[src/rtl/phmm_diag_sched.sv]
// Anti-diagonal wavefront scheduler for the PairHMM PE array. It walks every diagonal of an
// R x H matrix and issues NUM_PE-row beats, with an optional gap between diagonals.
module phmm_diag_sched #(
    parameter int unsigned NUM_PE  = 4,
    parameter int unsigned LEN_W   = 8,
    parameter int unsigned DEP_LAT = 2
) (
    input  logic              sys_clk,
    input  logic              sys_rst_n,
    input  logic              start,
    input  logic [LEN_W-1:0]  rd_len,
    input  logic [LEN_W-1:0]  hap_len,
    output logic              busy,
    output logic              done,
    output logic              err,
    output logic              out_valid,
    input  logic              out_ready,
    output logic [LEN_W:0]    out_diag,
    output logic [LEN_W-1:0]  out_row0,
    output logic [NUM_PE-1:0] out_mask,
    output logic              out_last
);
    localparam int unsigned DW      = LEN_W + 1;
    // Wide enough that row0 + NUM_PE never wraps.
    localparam int unsigned SW      = DW + $clog2(NUM_PE + 1);
    localparam int unsigned GW      = (DEP_LAT > 1) ? $clog2(DEP_LAT) : 1;
    localparam int unsigned GapInit = (DEP_LAT > 0) ? DEP_LAT - 1 : 0;

    typedef enum logic [1:0] {StIdle, StRun, StGap, StFin} state_e;

    state_e            state_q, state_d;
    logic [LEN_W-1:0]  r_q, r_d;
    logic [LEN_W-1:0]  h_q, h_d;
    logic [DW-1:0]     diag_q, diag_d;
    logic [LEN_W-1:0]  row0_q, row0_d;
    logic [GW-1:0]     gap_q, gap_d;
    logic              rej_q, rej_d;

    logic [DW-1:0]     r_ext, h_ext, i_max, diag_inc, i_min_nxt, diag_fin;
    logic [SW-1:0]     row_sum;
    logic              last_beat;
    logic [NUM_PE-1:0] mask;

    always_comb begin
        r_ext     = {1'b0, r_q};
        h_ext     = {1'b0, h_q};
        diag_inc  = diag_q + DW'(1);
        diag_fin  = r_ext + h_ext - DW'(2);
        i_max     = (diag_q < r_ext - DW'(1)) ? diag_q : r_ext - DW'(1);
        i_min_nxt = (diag_inc > h_ext - DW'(1)) ? diag_inc - (h_ext - DW'(1)) : '0;
        row_sum   = SW'(row0_q) + SW'(NUM_PE);
        last_beat = row_sum > SW'(i_max);
        mask      = '0;
        for (int k = 0; k < NUM_PE; k++) begin
            mask[k] = (SW'(row0_q) + SW'(k)) <= SW'(i_max);
        end
    end

    always_comb begin
        state_d = state_q;
        r_d     = r_q;
        h_d     = h_q;
        diag_d  = diag_q;
        row0_d  = row0_q;
        gap_d   = gap_q;
        rej_d   = 1'b0;
        unique case (state_q)
            StIdle: begin
                if (start) begin
                    if (rd_len == '0 || hap_len == '0) begin
                        rej_d = 1'b1;
                    end else begin
                        r_d     = rd_len;
                        h_d     = hap_len;
                        diag_d  = '0;
                        row0_d  = '0;
                        state_d = StRun;
                    end
                end
            end
            StRun: begin
                if (out_ready) begin
                    if (!last_beat) begin
                        row0_d = row_sum[LEN_W-1:0];
                    end else if (diag_q == diag_fin) begin
                        state_d = StFin;
                    end else if (DEP_LAT == 0) begin
                        diag_d = diag_inc;
                        row0_d = i_min_nxt[LEN_W-1:0];
                    end else begin
                        gap_d   = GW'(GapInit);
                        state_d = StGap;
                    end
                end
            end
            StGap: begin
                if (gap_q == '0) begin
                    diag_d  = diag_inc;
                    row0_d  = i_min_nxt[LEN_W-1:0];
                    state_d = StRun;
                end else begin
                    gap_d = gap_q - GW'(1);
                end
            end
            StFin: begin
                state_d = StIdle;
            end
            default: begin
                state_d = StIdle;
            end
        endcase
    end

    always_ff @(posedge sys_clk or negedge sys_rst_n) begin
        if (!sys_rst_n) begin
            state_q <= StIdle;
            r_q     <= '0;
            h_q     <= '0;
            diag_q  <= '0;
            row0_q  <= '0;
            gap_q   <= '0;
            rej_q   <= 1'b0;
        end else begin
            state_q <= state_d;
            r_q     <= r_d;
            h_q     <= h_d;
            diag_q  <= diag_d;
            row0_q  <= row0_d;
            gap_q   <= gap_d;
            rej_q   <= rej_d;
        end
    end

    always_comb begin
        out_valid = (state_q == StRun);
        busy      = (state_q == StRun) || (state_q == StGap);
        done      = (state_q == StFin) || rej_q;
        err       = rej_q;
        out_diag  = diag_q;
        out_row0  = row0_q;
        out_mask  = out_valid ? mask : '0;
        out_last  = out_valid && last_beat;
    end

endmodule
[config.mk]
export PLATFORM = sky130hd
export DESIGN_NAME = phmm_diag_sched
export DESIGN_NICKNAME = d
export VERILOG_FILES = /design/src/rtl/phmm_diag_sched.sv
export SDC_FILE = /design/constraint.sdc
export NUM_CORES = 1
export LEC_CHECK = 0
export ABC_AREA = 1
export BUFFER_PORTS_ARGS = -buffer_cell sky130_fd_sc_hd__buf_4
export CAP_MARGIN = 20
export CORE_AREA = 2 2 119 121
export DETAILED_ROUTE_END_ITERATION = 16
export DIE_AREA = 0 0 121 123
export PLACE_DENSITY = 0.48
export SETUP_SLACK_MARGIN = 0.1
export SLEW_MARGIN = 20
export SYNTH_ARGS = -nofsm -noshare
export SYNTH_HDL_FRONTEND = slang
export SYNTH_SLANG_ARGS = --single-unit
[constraint.sdc]
create_clock -name sys_clk -period 4.8 [get_ports sys_clk]
set_clock_uncertainty 0.1 [all_clocks]
set_input_delay 0.24 -clock sys_clk [delete_from_list [all_inputs] [get_ports sys_clk]]
set_output_delay 0.24 -clock sys_clk [all_outputs]
set_load 0.1 [all_outputs]
## Yosys cells after proc, flatten, opt, wreduce, memory -nomap -nowiden

Index checks and enable logic that the tools add are counted.

| cells by class | value |
|---|---|
| add/sub/neg operators | 11 |
| multiply operators | 0 |
| div/mod/pow operators | 0 |
| $lt $le $gt $ge | 7 |
| equal/unequal tests | 11 |
| shift-type cells | 0 |
| mux-type cells | 28 |
| bitwise logic cells | 1 |
| reductions and logical operators | 15 |

Operators by type and width:

| cell | number |
|---|---|
| $mux 8 | 6 |
| $mux 9 | 4 |
| $le 9x9->1 | 3 |
| $pmux 8 s3 | 1 |
| $add 8x2->9 const B | 2 |
| $gt 9x9->1 | 2 |
| $pmux 9 s2 | 1 |
| $sub 8x1->9 const B | 2 |
| $logic_not 8->1 | 2 |
| $mux 2 | 5 |
| $ne 2x2->1 const B | 5 |
| $add 8x1->9 const B | 1 |
| $add 8x3->9 const B | 1 |
| $add 8x8->9 | 1 |
| $add 9x1->9 const B | 1 |
| $eq 9x9->1 | 1 |
| $le 8x9->1 | 1 |
| $lt 9x9->1 | 1 |
| $sub 9x2->9 const B | 1 |
| $mux 1 | 8 |
| $pmux 2 s4 | 1 |
| $reduce_and 4->1 | 2 |
| $sub 8x8->8 | 1 |
| $reduce_and 6->1 | 1 |
| other kinds (14) | 19 |

| storage, ports and cells | value |
|---|---|
| flip-flop bits (word level) | 37 |
| latch bits | 0 |
| RAM bits | 0 |
| bits in read-only memories | 0 |
| output and inout bits | 26 |
| word-level logic and storage cells | 80 |
| memories kept | 0 |

## Depth between registers and ports, before layout

| logic depth | value |
|---|---|
| depth in word-level cells | 7 |
| mapped depth | 29 |
| mapped depth without buffers | 29 |

## Least setup slack after synthesis

No wires, ideal clock.

| timing path | value |
|---|---|
| kind | flip-flop to output port |
| from | reg diag_q[1] (netlist: out_diag[1]) |
| to | out out_mask[0] |
| data arrival time | 4.547 ns |
| required time | 4.460 ns |
| path slack | -0.087 ns |
| cell stages (with the launch flop) | 17 |
| path buffers | 0 |
| cell sequence | dfrtp_1 -> ha_1 -> o21ai_0 -> nand2_1 -> nand2_1 -> nand3_1 -> nand2_1 -> nand2_1 -> nand3_2 -> nand3_4 -> o21ai_0 -> ha_1 -> nor2_1 -> nand2_1 -> nor4_1 -> nor2_1 -> a21oi_1 |

| between the ends | value |
|---|---|
| longest elaborated chain between the ends | 4 |

Ends and longest elaborated chain:

| what | RTL line | source |
|---|---|---|
| start: declaration | 34 | `logic [DW-1:0] diag_q, diag_d;` |
| start signal: assignment | 127 | `diag_q <= diag_d;` |
| $lt 9x9->1 | 49 | `i_max = (diag_q < r_ext - DW'(1)) ? diag_q : r_ext - DW'(1);` |
| $mux 9 * | 49 |  |
| $le 8x9->1 * | 55 | `mask[k] = (SW'(row0_q) + SW'(k)) <= SW'(i_max);` |
| $mux 4 * | 141 | `out_mask = out_valid ? mask : '0;` |
| end: declaration | 20 | `output logic [NUM_PE-1:0] out_mask,` |

Every way passes the cells marked *; elsewhere a longest branch is shown, timed or not.

## Worst setup path in the final report

| timing path | value |
|---|---|
| from | reg r_q[0] |
| to | out out_mask[0] |

| between the ends | value |
|---|---|
| longest elaborated chain between the ends | 5 |

Ends and longest elaborated chain:

| what | RTL line | source |
|---|---|---|
| start: declaration | 32 | `logic [LEN_W-1:0] r_q, r_d;` |
| start signal: assignment | 125 | `r_q <= r_d;` |
| $sub 8x1->9 * | 49 |  |
| $lt 9x9->1 | 49 |  |
| $mux 9 * | 49 |  |
| $le 8x9->1 * | 55 |  |
| $mux 4 * | 141 |  |

Marked as above.

==> reports/qor.txt <==
Status - finished clean
Fin. max-slew vios - 0
Mapped Area - 4690 um^2
Initial Util - 0.345
Clk root buf - clkbuf_16
Core Area - 13600 um^2
Grt total ovfl - 0
Pwr dens - 720 nW/um^2
Hold Path Cell Cnt - 3
Critical-path cell list - inv_2 -> ha_1 -> nand4_1 -> nor2_1 -> inv_1 -> ha_1 -> nand2_1 -> nor2_2 -> nand3_2 -> nand3_4 -> inv_2 -> nand2_1 -> o21ai_1 -> ha_1 -> inv_1 -> nor2_1 -> nand2_1 -> nor4_1 -> nor2_1 -> a21oi_2 -> buf_4
Vias in the first global route - 4508
Final #Nets - 816
Die area - 14900 um^2
Sequential fraction of the synthesis area - 0.197
Chip width - 121 um
RSZ-0062 raised after global routing - true
CTS tree - yes
Slew @ Worst Pin - 0.606 ns
Comb power frac - 0.765
Final Hold Vio Count - 0
Reg-to-Reg Start - r_q[0]$_DFFE_PN0P_
Crit-path max FO - 9
Placed cell count - 895
CP arrival - 4.14 ns
Worst r2r dst - out_row0[7]$_DFFE_PN0P_
Min-delay src - hap_len[4]
Largest stage delay, worst path - 0.44 ns
Post-CTS setup buffer count - 0
Crit. End Element - primary output
Clock group share of total power - 0.098
Die Ht - 123 um
Startpoint types - flip-flop
Initial drt markers - 240
Final hold slack - 0.0635 ns
Final-layout fill cell count - 1465
Clock-pin slew on the worst setup and hold paths - 0.06 ns
Number of diodes - 0
TritonCTS buffer count - 5
H-tree Lvls - 2
Max-cap violation count - 0
Maximum clock path buffer count - 2
Setup TNS - 0 ns
Clk sinks - 37
Sw frac - 0.585
Clk Latency, worst-skew pair - 0.29 ns
Async set or reset register ratio after synthesis - 1.00
DRT Pass-1 Iters - 5
Global-route wire length before repair - 23500 um
Synth cell types - 42
Syn-to-layout area delta - 15.5%
Most frequent cells in the layout - nand2_1, inv_1, ha_1
Syn. warnings - 0
Worst rel slew slack - 0.596
Max Clock Freq - 223 MHz
Avg Cell Area, Syn - 6.92 um^2
Initial antenna violation count - 0
Post-route DRC - 0
Synth Flop Type - dfrtp_1
Worst Hold Class - in -> reg
Total GRT Usage - 0.203
Period utilisation layout - 0.934
Post-synth EDFFs - 0
Required arrival time at the worst endpoint - 4.46 ns
Min-Delay Endpoint - h_q[4]$_DFFE_PN0P_
FF-to-FF setup slack - 0.89 ns
Synth Register Bits - 37
Vias - 4564
Mapped Cells - 678
Synthesized Nets - 771
Share of layout cells above drive strength 1 - 0.151
CP Class - reg -> out
I/O Buffers - 45
R2r worst-path depth - 26
Flop pwr share - 0.136
Tmin final - 4.48 ns
Pint - 1620 uW
Antenna violation net count after detailed routing - 0
DR vias/cell - 5.05
Final count of negative-setup-slack endpoints - 0
Mean routed wirelength per cell - 15.7 um
Row cnt - 43
Net Switching - 2280 uW
Largest net degree at the start of global routing - 38
Hpwl dp - 11700 um
Worst vdd ir - 543 uV
IO Pins - 46
Critical-path top delay cell - dfrtp_1
Routability cong. - 0.886
Final Routed Wirelength - 14200 um
Commonest non-fill, non-tap cell in the layout - nand2_1
LEAKAGE - 0.00282 uW
Non-filler cells, final - 904
logic make-up (layout without fill, tap and decap cells):
logic type / after synthesis / count (layout) / synth area share
compound gates: 113 / 113 / 0.141
xor+xnor: 40 / 40 / 0.0747
fa+ha+maj: 73 / 73 / 0.198
buf+inv: 116 / 162 / 0.0971
flops: 37 / 37 / 0.197
simple gates: 299 / 299 / 0.292
cell usage after synthesis (all sizes together), types with 5 or more instances:
cell type / n / area, um^2
a21oi: 29 / 149
buf: 5 / 38.8
clkbuf: 7 / 26.3
dfrtp: 37 / 926
ha: 71 / 888
inv: 101 / 379
nand2: 169 / 689
nand3: 45 / 260
nand4: 13 / 81.3
nor2: 51 / 216
nor3: 7 / 35.0
nor4: 6 / 37.5
o21ai: 53 / 292
o22ai: 11 / 68.8
or2: 7 / 43.8
xnor2: 7 / 61.3
xor2: 33 / 289
critical path: cells and delay by family, from the launching register on:
kind | cells | cell delay [ns]
flip-flops | 1 | 0.44
buffers and inverters | 5 | 0.68
adder cells (fa/ha/maj) | 3 | 0.86
AO/OA/AOI/OAI | 2 | 0.28
AND/OR/NAND/NOR | 11 | 1.57
sequential cells by signal (all words and copies together), names as in the netlist:
name,flops
r_q,8
err,1
out_row0,8
gap_q,1
h_q,8
state_q,2
out_diag,9
layer usage:
| layer | up-vias | routed length, um | track usage |
|---|---|---|---|
| met1 | 2158 | 6800 | 0.277 |
| met5 | - | 0 | 0 |
| met3 | 12 | 370 | 0.0189 |
| met4 | 0 | 172 | 0.0458 |
| li1 | 2326 | - | - |
| met2 | 68 | 6820 | 0.347 |
stage by stage:
step                      cell area, um^2  utilization  power [uW]  setup WS, ns
after floorplan                      4710            -        2900         0.462
after global placement               5230        0.385        3520         0.229
after detailed placement             5230        0.385        3530         0.210
after CTS                            5410        0.398        3930         0.131
after global routing                 5420        0.398        4310        0.0193
final                                5420        0.398        3900         0.318
how the worst max path moves through the flow:
stage	startpoint	end	slack [ns]	cells after the start
global placement	r_q[0]$_DFFE_PN0P_	out_mask[0]	0.23	19
CTS	r_q[0]$_DFFE_PN0P_	out_mask[0]	0.13	19
global route	r_q[0]$_DFFE_PN0P_	out_mask[0]	0.02	21
detailed placement	r_q[0]$_DFFE_PN0P_	out_mask[0]	0.21	19
floorplan	out_diag[1]$_DFFE_PN0P_	out_mask[0]	0.46	16
finish	r_q[0]$_DFFE_PN0P_	out_mask[0]	0.32	21
power by group through the flow:
stage	registers (uW)	logic (uW)	clock network [uW]
2_1_floorplan	590	2310	0
3_3_place_gp	536	2980	0
3_5_place_dp	538	2990	0
4_1_cts	532	3010	393
5_1_grt	549	3360	403
6_report	533	2990	383
layout make-up:
| cell class | count | area [um^2] | area share |
|---|---|---|---|
| Timing Repair Buffer | 50 | 382 | 0.0704 |
| Sequential cell | 37 | 926 | 0.171 |
| Inverter | 104 | 390 | 0.0720 |
| Multi-Input combinational cell | 525 | 3330 | 0.614 |
| Clock inverter | 2 | 38.8 | 0.00716 |
| Tap cell | 180 | 225 | 0.0416 |
| Clock buffer | 6 | 129 | 0.0238 |
what timing repair did:
action	4_1_cts	5_1_grt
hold buffers	1	0
resized for setup	1	4
hold endpoints to repair	37	0
setup endpoints to repair	2	5
Power figures use the tool's default switching activity.
